$ cat config.mk
export PLATFORM = sky130hd
export DESIGN_NAME = intersection_traffic_model_lane_queue
export DESIGN_NICKNAME = d
export VERILOG_FILES = /design/src/rtl/intersection_traffic_model_pkg.sv /design/src/rtl/intersection_traffic_model_lane_queue.sv
export SDC_FILE = /design/constraint.sdc
export NUM_CORES = 1
export LEC_CHECK = 0
export BUFFER_PORTS_ARGS = -buffer_cell sky130_fd_sc_hd__buf_2
export CORE_AREA = 4 4 41 43
export DETAILED_ROUTE_END_ITERATION = 16
export DIE_AREA = 0 0 45 47
export GPL_TIMING_DRIVEN = 0
export PLACE_DENSITY = 0.6
export SYNTH_ARGS = -nofsm -noshare
export SYNTH_HDL_FRONTEND = slang
export SYNTH_SLANG_ARGS = --single-unit
$ cat constraint.sdc
create_clock -name clk -period 3 [get_ports clk]
set_input_delay 0.6 -clock clk [delete_from_list [all_inputs] [get_ports clk]]
set_output_delay 0.6 -clock clk [all_outputs]
set_load 0.02 [all_outputs]
$ cat src/rtl/intersection_traffic_model_pkg.sv
// -----------------------------------------------------------------------------
// intersection_traffic_model_pkg
// Shared types and constants for the intersection model: the light colour
// enum used by the traffic light controller, lane index constants, the lane
// FSM state type and the lane-pair conflict matrix.
// Optional feature macro used elsewhere: INTERSECTION_MODEL_STATS_EN.
// -----------------------------------------------------------------------------
package intersection_traffic_model_pkg;

  typedef enum logic [1:0] {
    red    = 2'd0,
    yellow = 2'd1,
    green  = 2'd2
  } colors;

  localparam int LANE_E_STR  = 0;
  localparam int LANE_W_STR  = 1;
  localparam int LANE_E_LEFT = 2;
  localparam int LANE_W_LEFT = 3;
  localparam int LANE_NS     = 4;
  localparam int NUM_LANES   = 5;

  // Row i has bit j set when lanes i and j may never be shown together.
  localparam logic [NUM_LANES-1:0][NUM_LANES-1:0] CONFLICT_MATRIX = {
    5'b01111,  // ns      : every other lane
    5'b10001,  // w_left  : ns, e_str
    5'b10010,  // e_left  : ns, w_str
    5'b10100,  // w_str   : ns, e_left
    5'b11000   // e_str   : ns, w_left
  };

  typedef enum logic [1:0] {
    LANE_STOP = 2'd0,
    LANE_WARM = 2'd1,
    LANE_FLOW = 2'd2
  } lane_state_t;

  function automatic logic light_shown(colors c);
    return c != red;
  endfunction

  function automatic logic light_go(colors c);
    return c == green;
  endfunction

endpackage

$ cat src/rtl/intersection_traffic_model_lane_queue.sv
// -----------------------------------------------------------------------------
// intersection_traffic_model_lane_queue
// One lane of the intersection: vehicle queue, paced departure FSM and sticky
// overflow flag. Optional wait-cycle statistic under INTERSECTION_MODEL_STATS_EN.
//   clk, reset   : clock, synchronous active-high reset
//   light        : this lane's light colour
//   arrive       : one-cycle arrival pulse
//   depart       : one-cycle departure pulse (combinational)
//   q            : registered queue occupancy
//   overflow     : sticky, an arrival was dropped at full queue
//   wait_cycles  : (stats only) cycles with q > 0 while not green, saturating
//
// state     | meaning
// ----------+-----------------------------------------------------------
// LANE_STOP | light not green; gcnt held at START_DELAY
// LANE_WARM | green, start-up delay running down in gcnt
// LANE_FLOW | green, departs when gcnt == 0 and q > 0; gap reloads gcnt
// -----------------------------------------------------------------------------
module intersection_traffic_model_lane_queue
  import intersection_traffic_model_pkg::*;
#(
  parameter int QDEPTH      = 15,
  parameter int START_DELAY = 1,
  parameter int DEPART_GAP  = 2,
  localparam int QW         = $clog2(QDEPTH + 1)
) (
  input  logic          clk,
  input  logic          reset,
  input  colors         light,
  input  logic          arrive,
  output logic          depart,
  output logic [QW-1:0] q,
  output logic          overflow
`ifdef INTERSECTION_MODEL_STATS_EN
  , output logic [15:0] wait_cycles
`endif
);

  localparam int GMAX = (START_DELAY > DEPART_GAP - 1) ? START_DELAY : DEPART_GAP - 1;
  localparam int GW   = (GMAX < 1) ? 1 : $clog2(GMAX + 1);

  localparam logic [GW-1:0] GCNT_START = GW'(START_DELAY);
  localparam logic [GW-1:0] GCNT_GAP   = GW'(DEPART_GAP - 1);
  localparam logic [GW-1:0] GCNT_ONE   = GW'(1);
  localparam logic [QW-1:0] Q_FULL     = QW'(QDEPTH);

  lane_state_t   state;
  logic [GW-1:0] gcnt;
  logic          go;
  logic          full;
  logic          accept;
  logic          can_go_now;

  assign go   = light_go(light);
  assign full = (q == Q_FULL);

  // With no start-up delay the very first green cycle may already depart,
  // which the STOP state has to allow since FLOW is only reached next cycle.
  assign can_go_now = (state == LANE_FLOW) ||
                      (state == LANE_STOP && START_DELAY == 0);

  assign depart = go && (gcnt == '0) && (q != '0) && can_go_now;

  // A departure in the same cycle frees the slot, so a full queue still accepts.
  assign accept = arrive && (!full || depart);

  always_ff @(posedge clk) begin
    if (reset) begin
      state    <= LANE_STOP;
      gcnt     <= GCNT_START;
      q        <= '0;
      overflow <= 1'b0;
    end else begin
      if (accept && !depart)
        q <= q + QW'(1);
      else if (!accept && depart)
        q <= q - QW'(1);

      if (arrive && !accept)
        overflow <= 1'b1;

      unique case (state)
        LANE_STOP: begin
          if (!go) begin
            gcnt <= GCNT_START;
          end else if (depart) begin
            state <= LANE_FLOW;
            gcnt  <= GCNT_GAP;
          end else if (gcnt <= GCNT_ONE) begin
            state <= LANE_FLOW;
            gcnt  <= '0;
          end else begin
            state <= LANE_WARM;
            gcnt  <= gcnt - GCNT_ONE;
          end
        end
        LANE_WARM: begin
          if (!go) begin
            state <= LANE_STOP;
            gcnt  <= GCNT_START;
          end else if (gcnt <= GCNT_ONE) begin
            state <= LANE_FLOW;
            gcnt  <= '0;
          end else begin
            gcnt <= gcnt - GCNT_ONE;
          end
        end
        LANE_FLOW: begin
          if (!go) begin
            state <= LANE_STOP;
            gcnt  <= GCNT_START;
          end else if (depart) begin
            gcnt <= GCNT_GAP;
          end else if (gcnt != '0) begin
            gcnt <= gcnt - GCNT_ONE;
          end
        end
        default: begin
          state <= LANE_STOP;
          gcnt  <= GCNT_START;
        end
      endcase
    end
  end

`ifdef INTERSECTION_MODEL_STATS_EN
  always_ff @(posedge clk) begin
    if (reset)
      wait_cycles <= '0;
    else if (q != '0 && !go && wait_cycles != 16'hFFFF)
      wait_cycles <= wait_cycles + 16'd1;
  end
`endif

endmodule

Yosys cells after proc, flatten, opt, wreduce, memory -nomap -nowiden
Cells that the tools add are included.
Cells by class
  bitwise operators: 1
  muxes and demuxes: 17
  magnitude comparators: 1
  reduce and logical (&&, ||, !) cells: 15
  add/subtract/negate cells: 3
  eq/ne operators: 7
Operators with widths (count)
  $mux W2: 6
  $mux W4: 2
  $logic_and A1 B1 Y1: 7
  $mux W1: 7
  $pmux W2 S3: 1
  $add A4 B1 Y4 const B: 1
  $eq A2 B2 Y1 const B: 2
  $eq A4 B4 Y1 const B: 1
  $ne A2 B2 Y1 const B: 2
  $reduce_bool A4 Y1: 1
  $sub A4 B1 Y4 const B: 1
  $logic_not A1 Y1: 3
  $ne A3 B3 Y1 const B: 1
  $pmux W1 S3: 1
  $reduce_and A3 Y1: 1
  $eq A2 B1 Y1 const B: 1
  $logic_not A2 Y1: 1
  $reduce_bool A2 Y1: 1
  $le A1 B1 Y1 const B: 1
  $logic_or A1 B1 Y1: 1
  $not A1 Y1: 1
  $sub A1 B1 Y1 const B: 1
Storage, ports and cells
  logic and storage cells: 48
  flip-flop bits (word level): 8
  output and inout port bits: 6

Longest topological paths before layout
Gate-level depths: netlist of run 1.
  depth after elaboration: 10
  gate-level depth with buffers: 10
  gate-level depth less buffers: 10

Least setup slack after synthesis of run 1
Ideal clock, no wire load.
  kind: input -> register
  from: input light[0]
  to: register q[3]
  path buffers: 0
  stages: 10
  slack: 0.499 ns
  data arrival time: 2.377 ns
  cell sequence: and4bb_2 > nor2_1 > nor2b_1 > ha_1 > inv_1 > ha_1 > a21oi_1 > a211oi_2 > a31oi_1 > mux2_1
Between the ends
  word-level cells in the longest chain between the ends: 9
  elaborated cells on any way between the ends: 12
  those cells by class: 1 x eq/ne; 1 x mux; 10 x reduce/logical
RTL lines
  start: declaration: line intersection_traffic_model_lane_queue.sv:29  | input colors light,
  $eq A2 B2 Y1 (*): line intersection_traffic_model_pkg.sv:43  | return c == green;
  $logic_and A1 B1 Y1 (*) (3 in a row): line intersection_traffic_model_lane_queue.sv:62  | assign depart = go && (gcnt == '0) && (q != '0) && can_go_now;
  $logic_or A1 B1 Y1: line intersection_traffic_model_lane_queue.sv:65  | assign accept = arrive && (!full || depart);
  $logic_and A1 B1 Y1: line intersection_traffic_model_lane_queue.sv:65
  $logic_not A1 Y1: line intersection_traffic_model_lane_queue.sv:76  | else if (!accept && depart)
  $logic_and A1 B1 Y1: line intersection_traffic_model_lane_queue.sv:76
  $reduce_bool A2 Y1 (no line)
  end signal: assignment: line intersection_traffic_model_lane_queue.sv:75  | q <= q + QW'(1);
  end signal: assignment: line intersection_traffic_model_lane_queue.sv:77  | q <= q - QW'(1);
  end: declaration: line intersection_traffic_model_lane_queue.sv:32  | output logic [QW-1:0] q,
Mark *: on every way between the ends. The rest lies on a longest branch, timed or not.
A chain may end at the register's enable or synchronous reset.

Worst setup path in the final report of run 1
Ends and elaborated chain as after synthesis.

==> flow_metrics.tcl, run 1 <==
set metrics [dict create \
    status "finished, final reports clean" \
    p_int_mw 0.178 \
    yosys_register_bits 7 \
    ys_types 20 \
    clock_latency_ns 0.25 \
    core-area_sq_um 1300 \
    hold_path.class "flop to flop" \
    synth_fa_ha_area_share_pct 14.8 \
    drtPass1Iterations 2 \
    synthSimpleGateAreaFrac_pct 21.2 \
    cellLeakagePower_nw 0.240 \
    power_density_nw_per_um2 532 \
    swShare_pct 30.9 \
    slew_violations 0 \
    relSlewSlack_pct 73.6 \
    clkTransAtPathRegs_ns 0.05 \
    hold_viol_final 0 \
    criticalPathCategory "input pin to flop" \
    synth_xor_area_share_pct 4.50 \
    clock_power_share_pct 33.5 \
    yosys.area.top_type_share_pct 36.0 \
    numPortBuffers 10 \
    synth_top_area_cell "dfxtp_1" \
    wl_met2_um 347 \
    vias_per_cell 4.59 \
    synthMuxAreaShare_pct 5.47 \
    cts-resized-gates 0 \
    synthCells 39 \
    grt.total_usage_pct 8.23 \
    vias 312 \
    seq_area_sq_um 140 \
    gr-total-overflow 0 \
    die_area_sq_um 2120 \
    synth_common_cells "nor2_1, dfxtp_1, a21oi_1, ha_1" \
    worstPathMaxFanout 4 \
    combPwrFrac_pct 22.1 \
    placed_area_sq_um 458 \
    clock_path_buffers 2 \
    ir_drop_mv 0.279 \
    synth_compound_area_share_pct 12.9 \
    gp_congestion 0.668 \
    post_drt_wl_per_cell_um 11.1 \
    setup_violations 0 \
    numCtsBuffers 3 \
    finalCriticalPeriod_ns 2.51 \
    drv_cap 0 \
    totalNegativeSetupSlack_ns 0 \
    row_count 13 \
    die-height_um 47 \
    ios 11 \
    post_cts_buffers 0 \
    grt_pass1_wl_um 1190 \
    cts_sinks 7 \
    start_util_pct 29.9 \
    wl_met3_um 47 \
    m1WireLength_um 360 \
    synth_top_family_by_area "simple AND/OR/NAND/NOR gates" \
    rsz0062_at_grt "no" \
    synth_fp_nets 48 \
    htreeDepth 1 \
    synth_edf_count 0 \
    skew_ns 0.000442 \
    yosys-top-cells-area "dfxtp_1, ha_1, nor2_1" \
    critPathLaunchType "input pin" \
    ys.flop_type "dfxtp_1" \
    multi_input_area_sq_um 229 \
    antenna_cells 0 \
    syn2layout_area_growth_pct 24.4 \
    syn_area_sq_um 389 \
    tightest_slew_ns 0.392 \
    switchingPower_mw 0.0796 \
    synth.most_common_cell "nor2_1" \
    finalInstanceArea_sq_um 484 \
    ant_nets 0 \
    syn-mean-instance-area_sq_um 9.98 \
    drc_errors 0 \
    yosys_warnings 0 \
    worst-endpoint-required_ns 3.14 \
    cts_tree "yes" \
    ys_seq_area_share_pct 36.0 \
    drive_above_1_share_pct 32.1 \
    root_buffer "clkbuf_4" \
    finalNetCount 63 \
    grt_pass1_vias 283 \
    endpoint_kind "flop" \
    worstPathArrival_ns 2.64 \
    finalWirelength_um 754 \
    dieWidth_um 45 \
    ctsHoldBuffers 0 \
    highest_layer "met3" \
    drtIter0Drc 5 \
    antenna_found_initial 0 \
    dpl.hpwl_um 592 \
    seq_power_share_pct 44.4 \
    fmax_mhz 399 \
    fin_crit_sh_pct 83.5 \
    async_reset_ff_share_pct 0 \
    nFillCells 148 \
    grt_start_max_net_pins 8 \
]
## cell families (layout without fill, tap and decap cells)
logic type,after synthesis,after routing
AND/OR/NAND/NOR,15,15
flip-flops,7,7
AO/OA/AOI/OAI,6,6
adder cells (fa/ha/maj),4,4
buffers and inverters,3,17
XOR/XNOR,2,2
multiplexers,2,2
## worst max-delay path, stage by stage
cell,delay (ns)
buf_2,0.10
and4bb_2,0.30
nor2_1,0.06
nor2b_1,0.11
ha_1,0.17
inv_1,0.10
ha_1,0.34
a21oi_1,0.24
a211oi_2,0.10
a31oi_1,0.20
mux2_1,0.33
## through the flow
step                setup slack (ns)  hold slack, ns  cells  util (%)  total power, mW
floorplan                      0.499           0.567     39         -            0.156
global placement               0.273           0.451     64      35.2            0.172
global route                   0.306           0.519     68      37.2            0.274
finish                         0.494           0.475     68      37.2            0.257
detailed placement             0.216           0.458     64      35.2            0.174
CTS                            0.483           0.479     68      37.2            0.262
## final timing paths
check	start	cells past startpoint	end	slack, ns
worst max-delay path	light[0]	11	q[3]$_SDFFE_PP0P_	0.49
worst max register to register	q[1]$_SDFFE_PP0P_	8	q[3]$_SDFFE_PP0P_	0.51
worst min register to register	overflow$_SDFFE_PP0P_	2	overflow$_SDFFE_PP0P_	0.47
worst min-delay path	overflow$_SDFFE_PP0P_	2	overflow$_SDFFE_PP0P_	0.47
## registers in the layout, summed over array words and instances (netlist names)
name,cells
state,1
gcnt,1
overflow,1
q,4
## per-layer routing
metal / track usage [%] / vias to the layer above
met1: 10.3 / 139
met3: 3.45 / 0
met4: 5.26 / 0
li1: - / 166
met2: 11.6 / 7
met5: 0 / -
## layout by cell type, fill, tap and decap left out, drive strengths merged
cell	n
buf	10
o41ai	1
mux2i	1
xor2	1
nand3	1
a31oi	1
and4bb	1
fa	1
a211oi	1
nand4	1
clkbuf	4
mux2	1
inv	2
nor2b	2
nor3b	1
nor2	8
nand2	1
a21oi	3
xnor2	1
ha	3
dfxtp	7
dlymetal6s2s	1
## final cells by class
cell class                 count  share of cell area, %
timing repair buffer          10                   10.3
inverter                       2                   1.55
buffer                         1                   2.58
tap                           15                   3.88
sequential                     7                   28.9
clock buffer                   4                   5.43
multi-input combinational     29                   47.3
## power by group through the flow
stage,combinational [mW],clock [mW],sequential (mW)
global route,0.0627,0.0947,0.117
finish,0.0570,0.0862,0.114
global placement,0.0560,0,0.116
detailed placement,0.0574,0,0.116
CTS,0.0577,0.0895,0.114
floorplan,0.0329,0,0.123
Power figures use the tool's default switching activity.
==> run 2, diff against run 1 <==
Settings changed: PLACE_DENSITY 0.6 to 0.62.
Clock period 3 ns to 2.14 ns, I/O delays scaled along.
==> run 2 against run 1 <==
The run now ends with negative setup slack left; cell count grew 8.8%; die area is the same; worst hold slack lost 0.11 ns; largest cell class unchanged; highest routed layer is now met4.
==> flow_metrics.tcl, run 2 (synthesis gave the netlist of run 1 again) <==
set metrics [dict create \
    finalCriticalPeriod_ns 2.15 \
    drv_cap 0 \
    clock_path_buffers 2 \
    drtPass1Iterations 2 \
    htreeDepth 1 \
    r2r-end "q[3]$_SDFFE_PP0P_" \
    numPortBuffers 10 \
    vias_per_cell 4.73 \
    largest_reg_flops 4 \
    largest_register "q" \
    final_cell_mix "buf_2, nor2_1, buf_4" \
    finalInstanceArea_sq_um 589 \
    rrSetupSlack_ns -0.01 \
    worstPathMaxFanout 4 \
    critPathLaunchType "flop" \
    start_util_pct 29.9 \
    cp_cell_sequence "o41ai_4 > ha_2 > inv_4 > ha_4 > nand3_2 > a211oi_2 > a31oi_1 > mux2_1" \
    violations "negative setup slack" \
    r2r-start "q[1]$_SDFFE_PP0P_" \
    post_drt_wl_per_cell_um 11.5 \
    ant_nets 0 \
    row_count 13 \
    crit_path_end "q[3]$_SDFFE_PP0P_" \
    placed_area_sq_um 480 \
    slowest_delay_ns 0.37 \
    setup_violations 1 \
    reg2reg_depth 8 \
    endpoint_kind "flop" \
    ir_drop_mv 0.338 \
    gp_congestion 0.711 \
    slew_violations 0 \
    antenna_found_initial 0 \
    power_density_nw_per_um2 688 \
    hold_path.class "input pin to flop" \
    fmax_mhz 464 \
    worst-endpoint-required_ns 2.28 \
    skew_ns 0.00988 \
    cts_sinks 7 \
    grt.total_usage_pct 10.5 \
    status "finished, violations left" \
    tightest_slew_ns 0.279 \
    core-area_sq_um 1300 \
    worstPathArrival_ns 2.30 \
    die-height_um 47 \
    drtIter0Drc 5 \
    antenna_cells 0 \
    total_power_mw 0.405 \
    drive_above_1_share_pct 54.2 \
    vias 350 \
    cp_slowest_cell "o41ai_4" \
    criticalPathCategory "flop to flop" \
    layout_commonest_cell "buf_2" \
    dp.cells 64 \
    grt_start_max_net_pins 8 \
    dieWidth_um 45 \
    cellLeakagePower_nw 0.274 \
    gr-total-overflow 0 \
    clock_latency_ns 0.26 \
    finalWirelength_um 848 \
    layout.cells.non_filler 74 \
    ios 11 \
    cts_tree "yes" \
    grt_pass1_wl_um 1500 \
    clkTransAtPathRegs_ns 0.06 \
    setup_slack_ns -0.0131 \
    dpl.hpwl_um 578 \
    fin_crit_sh_pct 101 \
    root_buffer "clkbuf_4" \
    ctsHoldBuffers 0 \
    hold_viol_final 0 \
    numCtsBuffers 3 \
    finalNetCount 69 \
    totalNegativeSetupSlack_ns -0.0131 \
    die_area_sq_um 2120 \
    relSlewSlack_pct 81.3 \
    grt_pass1_vias 358 \
    rsz0062_at_grt "yes" \
    drc_errors 0 \
    hold_slack_ns 0.364 \
    critPathLaunch "q[1]$_SDFFE_PP0P_" \
    syn2layout_area_growth_pct 51.4 \
]
## run 2: cell count changes in the layout (fill, tap and decap cells not counted), moves of 2 or more
cell | before | now
ha_4 | 0 | 2
dfxtp_2 | 0 | 3
ha_1 | 3 | 0
buf_4 | 0 | 6
dfxtp_1 | 7 | 3
## run 2: where the power goes
group          leakage [nW]  total (mW)  switching [mW]  internal (mW)
Clock                0.0150       0.125          0.0538         0.0715
Combinational         0.200       0.116          0.0573         0.0589
Sequential           0.0592       0.164          0.0192          0.145
Total                 0.274       0.405           0.130          0.275
## run 2: final cells by class
class | instances | area, sq um
repair buffers | 16 | 95.1
well taps | 15 | 18.8
inverters | 2 | 10.0
fillers | 133 | 712
plain buffers | 1 | 12.5
flip-flops and latches | 7 | 148
multi-input cells | 29 | 279
clock buffers | 4 | 26.3
## run 2: worst max-delay path, delay by kind of cell, from the launching register on
kind | cells | cell delay [ns]
DFF | 1 | 0.35
adders and majority gates | 2 | 0.55
and+or+nand+nor | 1 | 0.09
muxes | 1 | 0.32
AOI/OAI and AO/OA | 3 | 0.66
buffers and inverters | 1 | 0.06
## run 2: timing repair
item / CTS / global route
buffers inserted: 6 / 0
resized for setup: 7 / 0
endpoints found under the setup margin: 1 / 2
pin swaps: 6 / 0
## run 2: worst min-delay path by stage
stage | from | to | slack, ns | cells past startpoint
global placement | overflow$_SDFFE_PP0P_ | overflow$_SDFFE_PP0P_ | 0.46 | 2
detailed placement | overflow$_SDFFE_PP0P_ | overflow$_SDFFE_PP0P_ | 0.47 | 2
floorplan | reset | q[0]$_SDFFE_PP0P_ | 0.49 | 1
global route | light[0] | state[1]$_SDFFE_PP0P_ | 0.37 | 2
CTS | light[0] | state[1]$_SDFFE_PP0P_ | 0.36 | 2
finish | light[0] | state[1]$_SDFFE_PP0P_ | 0.36 | 2
## run 2: routing by layer
| layer | vias up | global-route usage [%] | share of wire (%) |
|---|---|---|---|
| met5 | - | 0 | 0 |
| met4 | 0 | 8.77 | 2.6 |
| met3 | 2 | 3.83 | 6.4 |
| met2 | 10 | 16.7 | 46 |
| met1 | 162 | 11.0 | 45 |
| li1 | 176 | - | - |
## run 2: through the flow
stage	worst slack [ns]	utilization, %
after floorplan	-0.0241	-
after global placement	-0.260	36.9
after detailed placement	-0.263	36.9
after CTS	-0.00235	45.3
after global routing	-0.0929	45.3
final	-0.0131	45.3
